## src/rtl/ft_rx_gateway.sv

```systemverilog
// FT60x 245-mode receive gateway: bus read FSM feeding a first-word-fall-through FIFO.
// Optional FT_RX_BYTE_COUNT_EN adds byte_count_out (byte total of accepted transfers).
module ft_rx_gateway #(
    parameter int unsigned FIFO_DEPTH  = 16,
    parameter int unsigned STOP_MARGIN = 4
) (
    input  logic        clk_in,
    input  logic        rst_n_in,
    input  logic        rxf_n_in,
    input  logic [31:0] data_in,
    input  logic [3:0]  be_in,
    output logic        oe_n_out,
    output logic        rd_n_out,
    output logic [31:0] data_out,
    output logic [3:0]  be_out,
    output logic        valid_out,
    input  logic        ready_in,
    output logic        busy_out
`ifdef FT_RX_BYTE_COUNT_EN
    ,
    output logic [31:0] byte_count_out
`endif
);

    localparam int unsigned AW = $clog2(FIFO_DEPTH);
    localparam int unsigned CW = AW + 1;

    typedef struct packed {
        logic [3:0]  be;
        logic [31:0] data;
    } word_t;

    typedef enum logic [1:0] {
        IDLE = 2'd0,
        TURN = 2'd1,
        READ = 2'd2,
        STOP = 2'd3
    } state_t;

    // Reset asserts asynchronously, releases two clocks after rst_n_in rises.
    logic [1:0] rst_sync_q;
    logic       rst_sync_n;

    always_ff @(posedge clk_in or negedge rst_n_in) begin
        if (!rst_n_in) begin
            rst_sync_q <= 2'b00;
        end else begin
            rst_sync_q <= {rst_sync_q[0], 1'b1};
        end
    end

    assign rst_sync_n = rst_sync_q[1];

    state_t        state_q;
    logic          oe_n_q;
    logic          rd_n_q;
    logic          busy_q;
    word_t         mem_q [FIFO_DEPTH];
    logic [AW-1:0] wr_ptr_q;
    logic [AW-1:0] rd_ptr_q;
    logic [CW-1:0] count_q;

    logic [CW-1:0] free_c;
    logic          room_ok_c;
    logic          full_c;
    logic          capture_c;
    logic          wr_en_c;
    logic          rd_en_c;
    word_t         head_c;

    assign free_c    = CW'(FIFO_DEPTH) - count_q;
    assign room_ok_c = (free_c >= CW'(STOP_MARGIN));
    assign full_c    = (count_q == CW'(FIFO_DEPTH));
    assign capture_c = (state_q == READ) && !rxf_n_in;
    assign rd_en_c   = valid_out && ready_in;
    // A pop on the same edge frees the slot, so a full FIFO can still take the word.
    assign wr_en_c   = capture_c && (be_in != 4'h0) && (!full_c || rd_en_c);
    assign head_c    = mem_q[rd_ptr_q];

    // The edge that first sees free < STOP_MARGIN still captures; the margin absorbs it.
    always_ff @(posedge clk_in or negedge rst_sync_n) begin
        if (!rst_sync_n) begin
            state_q <= IDLE;
            oe_n_q  <= 1'b1;
            rd_n_q  <= 1'b1;
            busy_q  <= 1'b0;
        end else begin
            case (state_q)
                IDLE: begin
                    if (!rxf_n_in && room_ok_c) begin
                        state_q <= TURN;
                        oe_n_q  <= 1'b0;
                        busy_q  <= 1'b1;
                    end
                end
                TURN: begin
                    state_q <= READ;
                    rd_n_q  <= 1'b0;
                end
                READ: begin
                    if (rxf_n_in || !room_ok_c) begin
                        state_q <= STOP;
                        rd_n_q  <= 1'b1;
                    end
                end
                STOP: begin
                    state_q <= IDLE;
                    oe_n_q  <= 1'b1;
                    busy_q  <= 1'b0;
                end
                default: begin
                    state_q <= IDLE;
                    oe_n_q  <= 1'b1;
                    rd_n_q  <= 1'b1;
                    busy_q  <= 1'b0;
                end
            endcase
        end
    end

    // Storage is cleared on reset so data_out/be_out read zero while empty after reset.
    always_ff @(posedge clk_in or negedge rst_sync_n) begin
        if (!rst_sync_n) begin
            wr_ptr_q <= '0;
            rd_ptr_q <= '0;
            count_q  <= '0;
            for (int i = 0; i < int'(FIFO_DEPTH); i++) begin
                mem_q[i] <= '0;
            end
        end else begin
            if (wr_en_c) begin
                mem_q[wr_ptr_q] <= word_t'({be_in, data_in});
                wr_ptr_q        <= wr_ptr_q + AW'(1);
            end
            if (rd_en_c) begin
                rd_ptr_q <= rd_ptr_q + AW'(1);
            end
            count_q <= count_q + CW'(wr_en_c) - CW'(rd_en_c);
        end
    end

    assign oe_n_out  = oe_n_q;
    assign rd_n_out  = rd_n_q;
    assign busy_out  = busy_q;
    assign valid_out = (count_q != '0);
    assign data_out  = head_c.data;
    assign be_out    = head_c.be;

`ifdef FT_RX_BYTE_COUNT_EN
    logic [31:0] byte_count_q;
    logic [31:0] be_pop_c;

    assign be_pop_c = 32'(be_out[0]) + 32'(be_out[1]) + 32'(be_out[2]) + 32'(be_out[3]);

    always_ff @(posedge clk_in or negedge rst_sync_n) begin
        if (!rst_sync_n) begin
            byte_count_q <= '0;
        end else if (rd_en_c) begin
            byte_count_q <= byte_count_q + be_pop_c;
        end
    end

    assign byte_count_out = byte_count_q;
`endif

endmodule

```

## config.mk

```make
export PLATFORM = sky130hd
export DESIGN_NAME = ft_rx_gateway
export DESIGN_NICKNAME = d
export VERILOG_FILES = /design/src/rtl/ft_rx_gateway.sv
export SDC_FILE = /design/constraint.sdc
export NUM_CORES = 1
export LEC_CHECK = 0
export CORE_MARGIN = 4
export CORE_UTILIZATION = 60
export DETAILED_ROUTE_END_ITERATION = 8
export MAX_ROUTING_LAYER = met4
export PLACE_DENSITY = 0.78
export SLEW_MARGIN = 20
export SYNTH_ARGS = -nofsm -noshare
export SYNTH_HDL_FRONTEND = slang
export SYNTH_SLANG_ARGS = --single-unit
export TNS_END_PERCENT = 20
```

## constraint.sdc

```tcl
create_clock -name clk_in -period 49.1 [get_ports clk_in]
set_input_delay 14.73 -clock clk_in [delete_from_list [all_inputs] [get_ports clk_in]]
set_output_delay 14.73 -clock clk_in [all_outputs]
set_load 0.03 [all_outputs]
```

==> metrics.txt <==
# TYPE chip_impl_metric gauge
chip_impl_info{name="run_status",value="finished, final reports clean"} 1
chip_impl_metric{name="layout-drive-gt1-share",unit="%"} 41.4
chip_impl_metric{name="static-leakage-power",unit="µW"} 0.0150
chip_impl_metric{name="setup-tns-final",unit="ns"} 0
chip_impl_metric{name="count_of_distinct_cell_types_in_the_synthesized_netlist",unit=""} 50
chip_impl_metric{name="floorplan.initialDensity",unit="%"} 61.0
chip_impl_metric{name="timing.hold.worst_path_depth",unit=""} 0
chip_impl_metric{name="internal_power",unit="µW"} 1340
chip_impl_metric{name="clock.fmax",unit="GHz"} 0.0521
chip_impl_metric{name="swShare",unit="%"} 33.8
chip_impl_info{name="worst_path_dominant_cell_family",value="buffers and inverters"} 1
chip_impl_metric{name="timing.critical_path.buf_inv",unit=""} 3
chip_impl_metric{name="final_nets",unit=""} 1937
chip_impl_metric{name="postCtsHoldBufs",unit=""} 0
chip_impl_metric{name="syn_inst",unit=""} 1868
chip_impl_metric{name="clock_power_share",unit="%"} 22.8
chip_impl_metric{name="asyncSetResetFlopFracSynth",unit="%"} 100
chip_impl_metric{name="fp.dieW",unit="µm"} 223
chip_impl_info{name="synth_most_common_cell",value="dfrtp_1"} 1
chip_impl_metric{name="crit_share_post_route",unit="%"} 39.1
chip_impl_metric{name="postSynthAreaPerCell",unit="µm²"} 14.9
chip_impl_metric{name="worst_ir_drop_vdd",unit="V"} 0.0000521
chip_impl_metric{name="post-cts-setup-buffer-count",unit=""} 0
chip_impl_metric{name="net-switching-power",unit="µW"} 682
chip_impl_metric{name="cts.path.max_buffers",unit=""} 3
chip_impl_metric{name="die-height",unit="µm"} 223
chip_impl_info{name="timing.critical_path.from_type",value="flop"} 1
chip_impl_metric{name="synth_top_cell_area_share",unit="%"} 53.4
chip_impl_metric{name="wl_final",unit="µm"} 62400
chip_impl_metric{name="firstDrtPassIters",unit=""} 5
chip_impl_metric{name="combinational_cell_fraction_of_total_power",unit="%"} 37.9
chip_impl_info{name="post_synth_most_frequent_cells",value="dfrtp_1, mux2_2, mux2i_1"} 1
chip_impl_info{name="cts.root.buffer_cell",value="clkbuf_16"} 1
chip_impl_metric{name="critical_path_arrival",unit="ns"} 4.45
chip_impl_metric{name="max-slew-margin-rel",unit="%"} 16.2
chip_impl_metric{name="finalWorstPathRequiredPeriod",unit="ns"} 19.18
chip_impl_info{name="critical-path-slowest-cell",value="dfrtp_2"} 1
chip_impl_metric{name="drc_errors",unit=""} 0
chip_impl_metric{name="routed_wire_length_per_instance",unit="µm"} 24.7
chip_impl_metric{name="floorplan.rows",unit=""} 78
chip_impl_metric{name="reg2reg_slack",unit="ns"} 45.19
chip_impl_metric{name="cts.reportedPaths.clkPinSlew",unit="ns"} 0.06
chip_impl_metric{name="grt.total_usage",unit="%"} 25.9
chip_impl_metric{name="first_global_vias",unit=""} 17200
chip_impl_info{name="worst_hold_path.endpoint",value="rst_sync_q[1]"} 1
chip_impl_metric{name="synth.net_count",unit=""} 1927
chip_impl_metric{name="grt_first_pass_wirelength",unit="µm"} 99200
chip_impl_info{name="synth-main-ff-cell",value="dfrtp_1"} 1
chip_impl_metric{name="grt_start_max_net_pins",unit=""} 197
chip_impl_metric{name="dr_total_vias",unit=""} 15800
chip_impl_metric{name="worst_hold_slack",unit="ns"} 0.352
chip_impl_metric{name="setup-violations-final",unit=""} 0
chip_impl_metric{name="synth_warnings",unit=""} 0
chip_impl_metric{name="critPathRequiredTime",unit="ns"} 34.37
chip_impl_metric{name="seq_power_share",unit="%"} 39.3
chip_impl_info{name="grt_setup_unrepaired",value="no"} 1
chip_impl_metric{name="antenna_violations_before_repair",unit=""} 3
chip_impl_metric{name="nFillCells",unit=""} 3166
chip_impl_metric{name="port-buffer-count",unit=""} 79
chip_impl_metric{name="dr.first_iter.drc_count",unit=""} 1090
chip_impl_info{name="crit_type",value="reg -> out"} 1
chip_impl_metric{name="clock_sink_count",unit=""} 596
chip_impl_metric{name="core_area",unit="mm²"} 0.0457
chip_impl_info{name="cells_along_the_critical_path",value="buf_4, nor2b_4, buf_4, a221oi_1, o21ai_0, nand2_1, clkdlybuf4s50_1"} 1
chip_impl_metric{name="pwr_density_cell",unit="mW/mm²"} 65.7
chip_impl_metric{name="grt_overflow_total",unit=""} 0
chip_impl_metric{name="part_of_the_yosys_area_used_for_sequential_elements",unit="%"} 53.6
chip_impl_metric{name="clk-insertion-delay-late",unit="ns"} 0.62
chip_impl_info{name="worst_setup_path_end_kind",value="output pin"} 1
chip_impl_info{name="hold_start",value="rst_sync_q[0]"} 1
chip_impl_metric{name="vias_per_cell",unit=""} 6.27
chip_impl_metric{name="place_hpwl",unit="µm"} 33000
chip_impl_info{name="synth.largest_area_cell",value="dfrtp_1"} 1
chip_impl_info{name="hold_path_class",value="reg -> reg"} 1
chip_impl_metric{name="critical_path_peak_fanout",unit=""} 58
chip_impl_metric{name="number_of_clock_buffers_inserted_by_tritoncts",unit=""} 59
chip_impl_metric{name="worst_slew_pin_slew",unit="ns"} 1.26
chip_impl_metric{name="gp_routability_congestion",unit=""} 0.759
chip_impl_metric{name="area.growth.synth_to_final",unit="%"} 10.2
chip_impl_info{name="critical_path.most_common_cell",value="buf_4"} 1
chip_impl_info{name="post_synth_main_area_contributors",value="dfrtp_1, mux2_2, mux4_2, mux2i_1, mux2_4"} 1
chip_impl_metric{name="ios",unit=""} 80
chip_impl_metric{name="drtAntennaViolNets",unit=""} 0
chip_impl_metric{name="timing.reg2reg.worst_path_depth",unit=""} 10
chip_impl_info{name="tritoncts_clock_tree",value="yes"} 1
chip_impl_metric{name="final.setup_skew",unit="ns"} 0.0273
chip_impl_metric{name="synth.ff_latch_count",unit=""} 596
chip_impl_metric{name="slew_violations",unit=""} 0
chip_impl_metric{name="syn_area",unit="mm²"} 0.0278
chip_impl_metric{name="hold_viol",unit=""} 0
chip_impl_metric{name="number_of_resized_instances_in_the_post_cts_repair_step",unit=""} 0
chip_impl_info{name="timing.rr.start",value="count_q[3]"} 1
chip_impl_metric{name="cts_htree_levels",unit=""} 2
chip_impl_metric{name="fp.dieArea",unit="mm²"} 0.0499
chip_impl_metric{name="worst_path_largest_cell_delay",unit="ns"} 0.82
chip_impl_metric{name="timing.max_cap.violations",unit=""} 0
chip_impl_info{name="r2r_end",value="mem_q[163]"} 1
chip_impl_metric{name="synth_edf_count",unit=""} 0
## state kept, by name, indices dropped and copies added, names as in the netlist, 2 cells and up
signal	cells
count_q	5
rst_sync_q	2
rd_ptr_q	4
state_q	2
mem_q	576
wr_ptr_q	4
## layout make-up
cell class | instances | area [µm²] | share of cell area [%]
inverter | 18 | 70.1 | 0.228
sequential | 596 | 14900 | 48.6
clock inverter | 23 | 250 | 0.815
multi-input combinational | 1107 | 12000 | 39.0
antenna | 3 | 7.51 | 0.0245
timing repair buffer | 96 | 980 | 3.19
clock buffer | 85 | 1730 | 5.65
tap | 600 | 751 | 2.45
## kinds of logic (layout without fill, tap and decap cells)
| group | after synthesis | count (layout) | share of synthesized area, % |
|---|---|---|---|
| other | 1 | 4 | 0.0135 |
| adders and majority gates | 19 | 19 | 0.881 |
| AOI/OAI and AO/OA | 195 | 195 | 4.46 |
| DFF | 596 | 596 | 53.6 |
| buffers and inverters | 165 | 222 | 3.46 |
| and+or+nand+nor | 87 | 87 | 1.98 |
| muxes | 794 | 794 | 35.3 |
| xor gates and xnor gates | 11 | 11 | 0.346 |
## layout by cell type (no fill, tap or decap), drive strengths merged, types with 18 or more instances in the layout
cell type	n
clkbuf	85
a21oi	39
a22oi	37
mux4	72
a221oi	36
mux2i	108
o21ai	75
clkdlybuf4s50	79
ha	18
dfrtp	594
mux2	614
nand2	59
inv	20
## through the flow
| stage | util, % | power (µW) | std cells | cell area, µm² | setup WS (ns) |
|---|---|---|---|---|---|
| after floorplan | - | 1340 | 1868 | 27800 | 31.26 |
| after detailed placement | 62.8 | 1560 | 2416 | 28700 | 30.64 |
| after CTS | 67.1 | 2030 | 2524 | 30700 | 29.95 |
| after global routing | 67.2 | 2130 | 2528 | 30700 | 29.81 |
| final | 67.2 | 2020 | 2528 | 30700 | 29.92 |
| after global placement | 62.8 | 1530 | 2416 | 28700 | 30.73 |
## metal layers
layer	up-vias	global-route usage, %	routed length, µm	part of all wire, %
met5	-	-	0	0
met4	0	7.26	1810	2.9
met3	129	4.18	2450	3.9
met2	297	41.7	30700	49
met1	8504	34.9	27500	44
li1	6909	-	-	-
## power by group through the flow
stage	logic, µW	registers [µW]	clock network [µW]
global route	823	814	490
global placement	746	784	0
floorplan	579	759	0
finish	764	793	461
CTS	769	791	468
detailed placement	765	799	0
## how the worst max path moves through the flow
stage	slack (ns)	startpoint	end	cells past startpoint
after floorplan	31.26	rst_sync_q[1]	busy_out	0
after global placement	30.73	rd_ptr_q[2]	data_out[31]	7
after detailed placement	30.64	rd_ptr_q[2]	data_out[28]	7
after CTS	29.95	rd_ptr_q[2]	data_out[7]	7
after global routing	29.81	rd_ptr_q[2]	data_out[31]	7
final	29.92	rd_ptr_q[2]	data_out[7]	7
Note: power is estimated with default switching activity, not from simulation.
